==> src/rtl/npc_trap_pkg.sv <==
// Shared definitions for the trap sequencer of the RV32 NPC core.
//   - trap_state_e : sequencer states IDLE -> TRAP|MRET -> REDIR -> IDLE
//   - cause codes for timer interrupt, illegal instruction and ecall
//   - machine CSR addresses and mstatus bit positions
package npc_trap_pkg;

    typedef enum logic [1:0] {
        IDLE  = 2'd0,
        TRAP  = 2'd1,
        MRET  = 2'd2,
        REDIR = 2'd3
    } trap_state_e;

    // Exception codes; the interrupt bit (MSB) is added by the encoder.
    localparam int unsigned CAUSE_TIMER_CODE = 7;
    localparam int unsigned CAUSE_ILLEGAL    = 2;
    localparam int unsigned CAUSE_ECALL      = 11;

    localparam logic [11:0] CSR_MSTATUS = 12'h300;
    localparam logic [11:0] CSR_MTVEC   = 12'h305;
    localparam logic [11:0] CSR_MEPC    = 12'h341;
    localparam logic [11:0] CSR_MCAUSE  = 12'h342;

    localparam int unsigned MSTATUS_MIE    = 3;
    localparam int unsigned MSTATUS_MPIE   = 7;
    localparam int unsigned MSTATUS_MPP_LO = 11;
    localparam int unsigned MSTATUS_MPP_HI = 12;

endpackage

==> src/rtl/trap_cause_enc.sv <==
// Combinational priority encoder for trap events.
// Priority: irq > illegal > ecall > mret. Only the winning event is reported.
// Ports:
//   irq      in   qualified interrupt (already gated by mstatus.MIE)
//   illegal  in   illegal-opcode flag
//   ecall    in   ecall flag
//   mret     in   mret flag
//   take     out  some event is pending
//   is_mret  out  winning event is mret (no trap, restore path)
//   cause    out  mcause value for trap events (0 for mret/none)
module trap_cause_enc
    import npc_trap_pkg::*;
#(
    parameter int unsigned XLEN = 32
) (
    input  logic            irq,
    input  logic            illegal,
    input  logic            ecall,
    input  logic            mret,
    output logic            take,
    output logic            is_mret,
    output logic [XLEN-1:0] cause
);

    always_comb begin
        take    = 1'b0;
        is_mret = 1'b0;
        cause   = '0;
        if (irq) begin
            take  = 1'b1;
            cause = {1'b1, (XLEN-1)'(CAUSE_TIMER_CODE)};
        end else if (illegal) begin
            take  = 1'b1;
            cause = XLEN'(CAUSE_ILLEGAL);
        end else if (ecall) begin
            take  = 1'b1;
            cause = XLEN'(CAUSE_ECALL);
        end else if (mret) begin
            take    = 1'b1;
            is_mret = 1'b1;
        end
    end

endmodule

==> src/rtl/trap_ctrl.sv <==
// Trap sequencer between EXU and IFU.
// Accepts ecall/mret/illegal/timer events from EXU while idle, pulses the CSR
// trap update (or the mret mstatus restore), stalls the core, then hands IFU a
// redirect PC (mtvec for traps, mepc for mret) over a valid/ready handshake.
// Optional feature: define TRAP_TIMER_IRQ_EN to route timer_irq through an
// IRQ_SYNC-deep synchroniser and make it eligible when mstatus.MIE=1.
// Ports:
//   clk, rst                  clock, synchronous active-high reset
//   ex_valid/ex_pc            EXU instruction valid and its PC
//   ex_ecall/ex_mret/ex_illegal  instruction event flags
//   timer_irq                 async level timer interrupt
//   csr_mtvec/mepc/mstatus    current CSR values
//   trap_req/cause/epc        one-cycle trap update to CSR file
//   csr_wen/waddr/wdata       one-cycle mstatus write for mret
//   core_stall                freezes EXU/WBU during the sequence
//   redir_valid/pc/ready      redirect handshake to IFU
module trap_ctrl
    import npc_trap_pkg::*;
#(
    parameter int unsigned XLEN     = 32,
    parameter int unsigned IRQ_SYNC = 2
) (
    input  logic            clk,
    input  logic            rst,
    input  logic            ex_valid,
    input  logic [XLEN-1:0] ex_pc,
    input  logic            ex_ecall,
    input  logic            ex_mret,
    input  logic            ex_illegal,
    input  logic            timer_irq,
    input  logic [XLEN-1:0] csr_mtvec,
    input  logic [XLEN-1:0] csr_mepc,
    input  logic [XLEN-1:0] csr_mstatus,
    output logic            trap_req,
    output logic [XLEN-1:0] trap_cause,
    output logic [XLEN-1:0] trap_epc,
    output logic            csr_wen,
    output logic [XLEN-1:0] csr_waddr,
    output logic [XLEN-1:0] csr_wdata,
    output logic            core_stall,
    output logic            redir_valid,
    output logic [XLEN-1:0] redir_pc,
    input  logic            redir_ready
);

    trap_state_e     state_q;
    logic            irq_pend;
    logic            irq_take;
    logic            ev_take;
    logic            ev_is_mret;
    logic [XLEN-1:0] ev_cause;

    // mstatus after mret: MIE <= MPIE, MPIE <= 1, MPP <= M-mode.
    function automatic logic [XLEN-1:0] mret_mstatus(input logic [XLEN-1:0] ms);
        logic [XLEN-1:0] r;
        r                                = ms;
        r[MSTATUS_MIE]                   = ms[MSTATUS_MPIE];
        r[MSTATUS_MPIE]                  = 1'b1;
        r[MSTATUS_MPP_HI:MSTATUS_MPP_LO] = 2'b11;
        return r;
    endfunction

`ifdef TRAP_TIMER_IRQ_EN
    logic [IRQ_SYNC-1:0] irq_sync_q;

    always_ff @(posedge clk) begin
        if (rst) begin
            irq_sync_q <= '0;
        end else begin
            irq_sync_q <= {irq_sync_q[IRQ_SYNC-2:0], timer_irq};
        end
    end

    assign irq_pend = irq_sync_q[IRQ_SYNC-1];
`else
    logic unused_irq;
    assign unused_irq = timer_irq;
    assign irq_pend   = 1'b0;
`endif

    // Only direct-mode mtvec is supported, so the mode bits are dropped.
    logic unused_mtvec_mode;
    assign unused_mtvec_mode = ^csr_mtvec[1:0];

    assign irq_take = irq_pend & csr_mstatus[MSTATUS_MIE];

    trap_cause_enc #(
        .XLEN (XLEN)
    ) u_enc (
        .irq     (irq_take),
        .illegal (ex_illegal),
        .ecall   (ex_ecall),
        .mret    (ex_mret),
        .take    (ev_take),
        .is_mret (ev_is_mret),
        .cause   (ev_cause)
    );

    always_ff @(posedge clk) begin
        if (rst) begin
            state_q     <= IDLE;
            trap_req    <= 1'b0;
            trap_cause  <= '0;
            trap_epc    <= '0;
            csr_wen     <= 1'b0;
            csr_waddr   <= '0;
            csr_wdata   <= '0;
            core_stall  <= 1'b0;
            redir_valid <= 1'b0;
            redir_pc    <= '0;
        end else begin
            case (state_q)
                IDLE: begin
                    if (ex_valid && ev_take) begin
                        core_stall <= 1'b1;
                        if (ev_is_mret) begin
                            state_q   <= MRET;
                            csr_wen   <= 1'b1;
                            csr_waddr <= XLEN'(CSR_MSTATUS);
                            csr_wdata <= mret_mstatus(csr_mstatus);
                            redir_pc  <= csr_mepc;
                        end else begin
                            state_q    <= TRAP;
                            trap_req   <= 1'b1;
                            trap_cause <= ev_cause;
                            trap_epc   <= ex_pc;
                            redir_pc   <= {csr_mtvec[XLEN-1:2], 2'b00};
                        end
                    end
                end
                TRAP: begin
                    trap_req    <= 1'b0;
                    redir_valid <= 1'b1;
                    state_q     <= REDIR;
                end
                MRET: begin
                    csr_wen     <= 1'b0;
                    csr_waddr   <= '0;
                    csr_wdata   <= '0;
                    redir_valid <= 1'b1;
                    state_q     <= REDIR;
                end
                REDIR: begin
                    if (redir_ready) begin
                        redir_valid <= 1'b0;
                        core_stall  <= 1'b0;
                        state_q     <= IDLE;
                    end
                end
                default: state_q <= IDLE;
            endcase
        end
    end

endmodule
==> config.mk <==
export PLATFORM = sky130hd
export DESIGN_NAME = trap_ctrl
export DESIGN_NICKNAME = d
export VERILOG_FILES = /design/src/rtl/npc_trap_pkg.sv /design/src/rtl/trap_cause_enc.sv /design/src/rtl/trap_ctrl.sv
export SDC_FILE = /design/constraint.sdc
export NUM_CORES = 1
export LEC_CHECK = 0
export ABC_CLOCK_PERIOD_IN_PS = 2870
export CAP_MARGIN = 20
export CORE_ASPECT_RATIO = 0.6
export CORE_MARGIN = 10
export CORE_UTILIZATION = 40
export DETAILED_ROUTE_END_ITERATION = 16
export PLACE_DENSITY = 0.88
export SYNTH_ARGS = -nofsm -noshare
export SYNTH_HDL_FRONTEND = slang
export SYNTH_SLANG_ARGS = --single-unit
==> constraint.sdc <==
create_clock -name clk -period 2.87 [get_ports clk]
set_clock_uncertainty 0.05 [all_clocks]
set_input_delay 0.287 -clock clk [delete_from_list [all_inputs] [get_ports clk]]
set_output_delay 0.287 -clock clk [all_outputs]
set_load 0.01 [all_outputs]
==> impl_metrics.py <==
metrics = {
    "status": {
        "status": "complete, no violations",
    },
    "worst_setup_path": {
        "worstSetupStartpointType": "flip-flop",
        "crit_fanout": 28,
        "timing.critical_path.arrival_ns": 2.15,
        "critical_path_class": "flip-flop to flip-flop",
        "required_ns": 3.05,
        "timing.critical_path.to_type": "flip-flop",
    },
    "clock_tree": {
        "tritoncts": "built",
        "cts_root_buf": "sky130_fd_sc_hd__clkbuf_16",
        "clock_sink_count": 101,
        "clock_latency_late_sink_ns": 0.33,
        "cts-htree-levels": 3,
        "max-clock-path-buffers": 2,
        "worst_setup_hold_path_clk_slew_ns": 0.06,
        "cts-buffers-inserted": 9,
        "post_cts_setup_inserts": 0,
        "cts_hold_buffers": 0,
        "ctsResizeCount": 0,
    },
    "placement": {
        "globalplace.congestion": 0.776,
        "number_of_buffers_inserted_by_port_buffering": 234,
        "dp_hpwl_um": 13300,
    },
    "finish": {
        "nets": 921,
        "area_delta_synth_final_pct": 51.4,
        "fin_util": 0.632,
        "final_layout_size_suffix_gt1_frac": 0.0484,
        "antenna-diode-count": 0,
    },
    "die": {
        "floorplan.die.height_um": 105,
        "initial_core_util": 0.418,
        "core_region_area_sq_um": 11500,
        "floorplan_die_area_sq_um": 17000,
        "die_w_um": 162,
        "placementRows": 30,
        "design.portCount": 300,
    },
    "timing": {
        "final.hold.worst_slack_ns": 0.353,
        "setup_tns_ns": 0,
        "final_min_period_over_clock_period": 0.688,
        "grt_setup_unrepaired": "false",
        "worst_pin_slew_ns": 0.615,
        "achievable-frequency_mhz": 506,
        "layout_min_cycle_time_ns": 1.97,
        "maxSlewViolCount": 0,
        "final-hold-violation-count": 0,
        "setup-violations-final": 0,
        "timing.max_slew.rel_slack": 0.590,
    },
    "power": {
        "powerDensity_nw_per_um2": 655,
        "power.static_leakage_uw": 0.00261,
        "irDropWorstVdd_mv": 0.347,
    },
    "routing": {
        "detail_route.wirelength_um": 17600,
        "ant_nets": 0,
        "drt_first_iter_violations": 294,
        "drt-pass1-iter-count": 4,
        "drt-vias-per-instance": 5.06,
        "routed-via-count": 4786,
        "drc_violation_count_after_routing": 0,
        "wl_cell_um": 18.6,
    },
    "synth": {
        "avgSynthCellArea_sq_um": 8.26,
        "synth_seq_cells": 101,
        "synth_area_in_compound_gates": 0.215,
        "synth.yosys.seq_area_share": 0.420,
        "post_synthesis_cell_area_sq_um": 4810,
        "synth.area.mux_share": 0,
        "postSynthCellCount": 583,
        "synthSimpleGateAreaFrac": 0.198,
        "synth_top_family_by_area": "compound AO/OA/AOI/OAI gates",
        "ys_warn_count": 0,
        "synth_xor_area_frac": 0,
        "post_synth_fa_ha_maj_area_fraction": 0.0130,
        "netlist-cell-type-count": 34,
    },
    "global_routing": {
        "grt_first_pass_wirelength_um": 26700,
        "grt_antenna_before_repair": 0,
        "grt_use_total": 0.191,
        "grt_overflow_total": 0,
        "first_global_vias": 4552,
        "maximum_number_of_pins_on_one_net_before_global_route_repair": 60,
    },
    "worst_hold_path": {
        "worst_hold_path_type": "input pin to flip-flop",
    },
    "run": {
        "maxCapViolCount": 0,
    },
}
-- flip-flops by register name, indices dropped and copies added (netlist names) --
signal	count
trap_cause	2
trap_epc	32
redir_valid	1
csr_wdata	30
trap_req	1
redir_pc	32
state_q	2
core_stall	1
-- metal layers --
layer | wire length (um) | vias up | global-route usage
met5 | 0 | - | 0
met1 | 7640 | 2278 | 0.244
met2 | 8400 | 171 | 0.309
li1 | - | 2333 | -
met4 | 42 | 0 | 0.0194
met3 | 1500 | 4 | 0.0725
-- cell type report --
type	count	area [sq um]
fill	981	4240
multi-input combinational	414	2280
clock inverter	7	56.3
timing repair buffer	251	2490
tap	160	200
inverter	3	11.3
clock buffer	9	225
sequential	101	2020
-- kinds of logic after synthesis --
group | Yosys count
and+or+nand+nor | 181
buffers and inverters | 126
adders and majority gates | 5
AOI/OAI and AO/OA | 169
DFF | 101
other | 1
-- metrics by stage --
step	area (sq um)	power [uW]	cells	setup slack, ns
finish	7290	4770	945	0.895
global route	7290	5060	945	0.658
CTS	7290	4810	945	0.886
detailed placement	7010	3650	929	0.600
global placement	7010	3610	929	0.579
floorplan	5030	2780	641	1.18
-- critical path, stage by stage (launching register included) --
cell and delay (ns):
sky130_fd_sc_hd__dfxtp_1 0.35, sky130_fd_sc_hd__inv_1 0.11, sky130_fd_sc_hd__ha_1 0.37, sky130_fd_sc_hd__o311a_1 0.32
sky130_fd_sc_hd__buf_4 0.33, sky130_fd_sc_hd__nor2_1 0.07, sky130_fd_sc_hd__a211oi_1 0.26
-- Yosys cell counts --
| cell type | count | area, sq um |
|---|---|---|
| sky130_fd_sc_hd__nand2_1 | 69 | 259 |
| sky130_fd_sc_hd__nor3_1 | 2 | 10.0 |
| sky130_fd_sc_hd__clkbuf_1 | 46 | 173 |
| sky130_fd_sc_hd__and3_1 | 1 | 6.26 |
| sky130_fd_sc_hd__o21bai_1 | 1 | 7.51 |
| sky130_fd_sc_hd__nor2_1 | 38 | 143 |
| sky130_fd_sc_hd__buf_4 | 65 | 488 |
| sky130_fd_sc_hd__buf_6 | 1 | 11.3 |
| sky130_fd_sc_hd__ha_1 | 5 | 62.6 |
| sky130_fd_sc_hd__and3_4 | 1 | 11.3 |
| sky130_fd_sc_hd__o311ai_0 | 1 | 8.76 |
| sky130_fd_sc_hd__or3b_1 | 1 | 8.76 |
| sky130_fd_sc_hd__a311oi_1 | 2 | 17.5 |
| sky130_fd_sc_hd__o21ai_0 | 23 | 115 |
| sky130_fd_sc_hd__or4b_1 | 30 | 300 |
| sky130_fd_sc_hd__a211oi_1 | 31 | 233 |
| sky130_fd_sc_hd__or2_1 | 1 | 6.26 |
| sky130_fd_sc_hd__or4b_4 | 1 | 13.8 |
| sky130_fd_sc_hd__nand2b_1 | 4 | 25.0 |
| sky130_fd_sc_hd__o211ai_1 | 31 | 233 |
| sky130_fd_sc_hd__and2_1 | 1 | 6.26 |
| sky130_fd_sc_hd__a21oi_1 | 66 | 330 |
| sky130_fd_sc_hd__a32oi_1 | 2 | 17.5 |
| sky130_fd_sc_hd__nor3b_1 | 1 | 7.51 |
| sky130_fd_sc_hd__o311a_1 | 1 | 10.0 |
| sky130_fd_sc_hd__o211a_1 | 1 | 10.0 |
| sky130_fd_sc_hd__o21ai_1 | 8 | 40.0 |
| sky130_fd_sc_hd__dfxtp_1 | 101 | 2020 |
| sky130_fd_sc_hd__inv_1 | 3 | 11.3 |
| sky130_fd_sc_hd__a31oi_1 | 2 | 12.5 |
| sky130_fd_sc_hd__nand3_1 | 30 | 150 |
| sky130_fd_sc_hd__nor4_1 | 1 | 6.26 |
| sky130_fd_sc_hd__conb_1 | 1 | 3.75 |
| sky130_fd_sc_hd__buf_2 | 11 | 55.1 |
-- final timing paths --
check                                  from           to  slack [ns]  cells past startpoint
worst max-delay path             state_q[0]  redir_pc[8]        0.90                      6
worst min-delay path                    rst  redir_pc[0]        0.35                      2
worst max register to register   state_q[0]  redir_pc[8]        0.90                      6
worst min register to register  trap_epc[5]  trap_epc[5]        0.40                      2
-- cells in the final DEF, fill, tap and decap left out, types with 16 or more instances in the layout --
master and count:
sky130_fd_sc_hd__a21oi_1 66, sky130_fd_sc_hd__conb_1 59, sky130_fd_sc_hd__or4b_1 30, sky130_fd_sc_hd__a211oi_1 31
sky130_fd_sc_hd__buf_4 16, sky130_fd_sc_hd__nand2_1 69, sky130_fd_sc_hd__o211ai_1 31, sky130_fd_sc_hd__clkdlybuf4s50_1 233
sky130_fd_sc_hd__dfxtp_1 101, sky130_fd_sc_hd__o21ai_0 23, sky130_fd_sc_hd__nand3_1 30, sky130_fd_sc_hd__nor2_1 37
-- power by group --
group | switching, uW | internal [uW]
logic | 967 | 869
registers | 132 | 1650
clock network | 553 | 599
total | 1650 | 3120
Note: power is estimated with default switching activity, not from simulation.
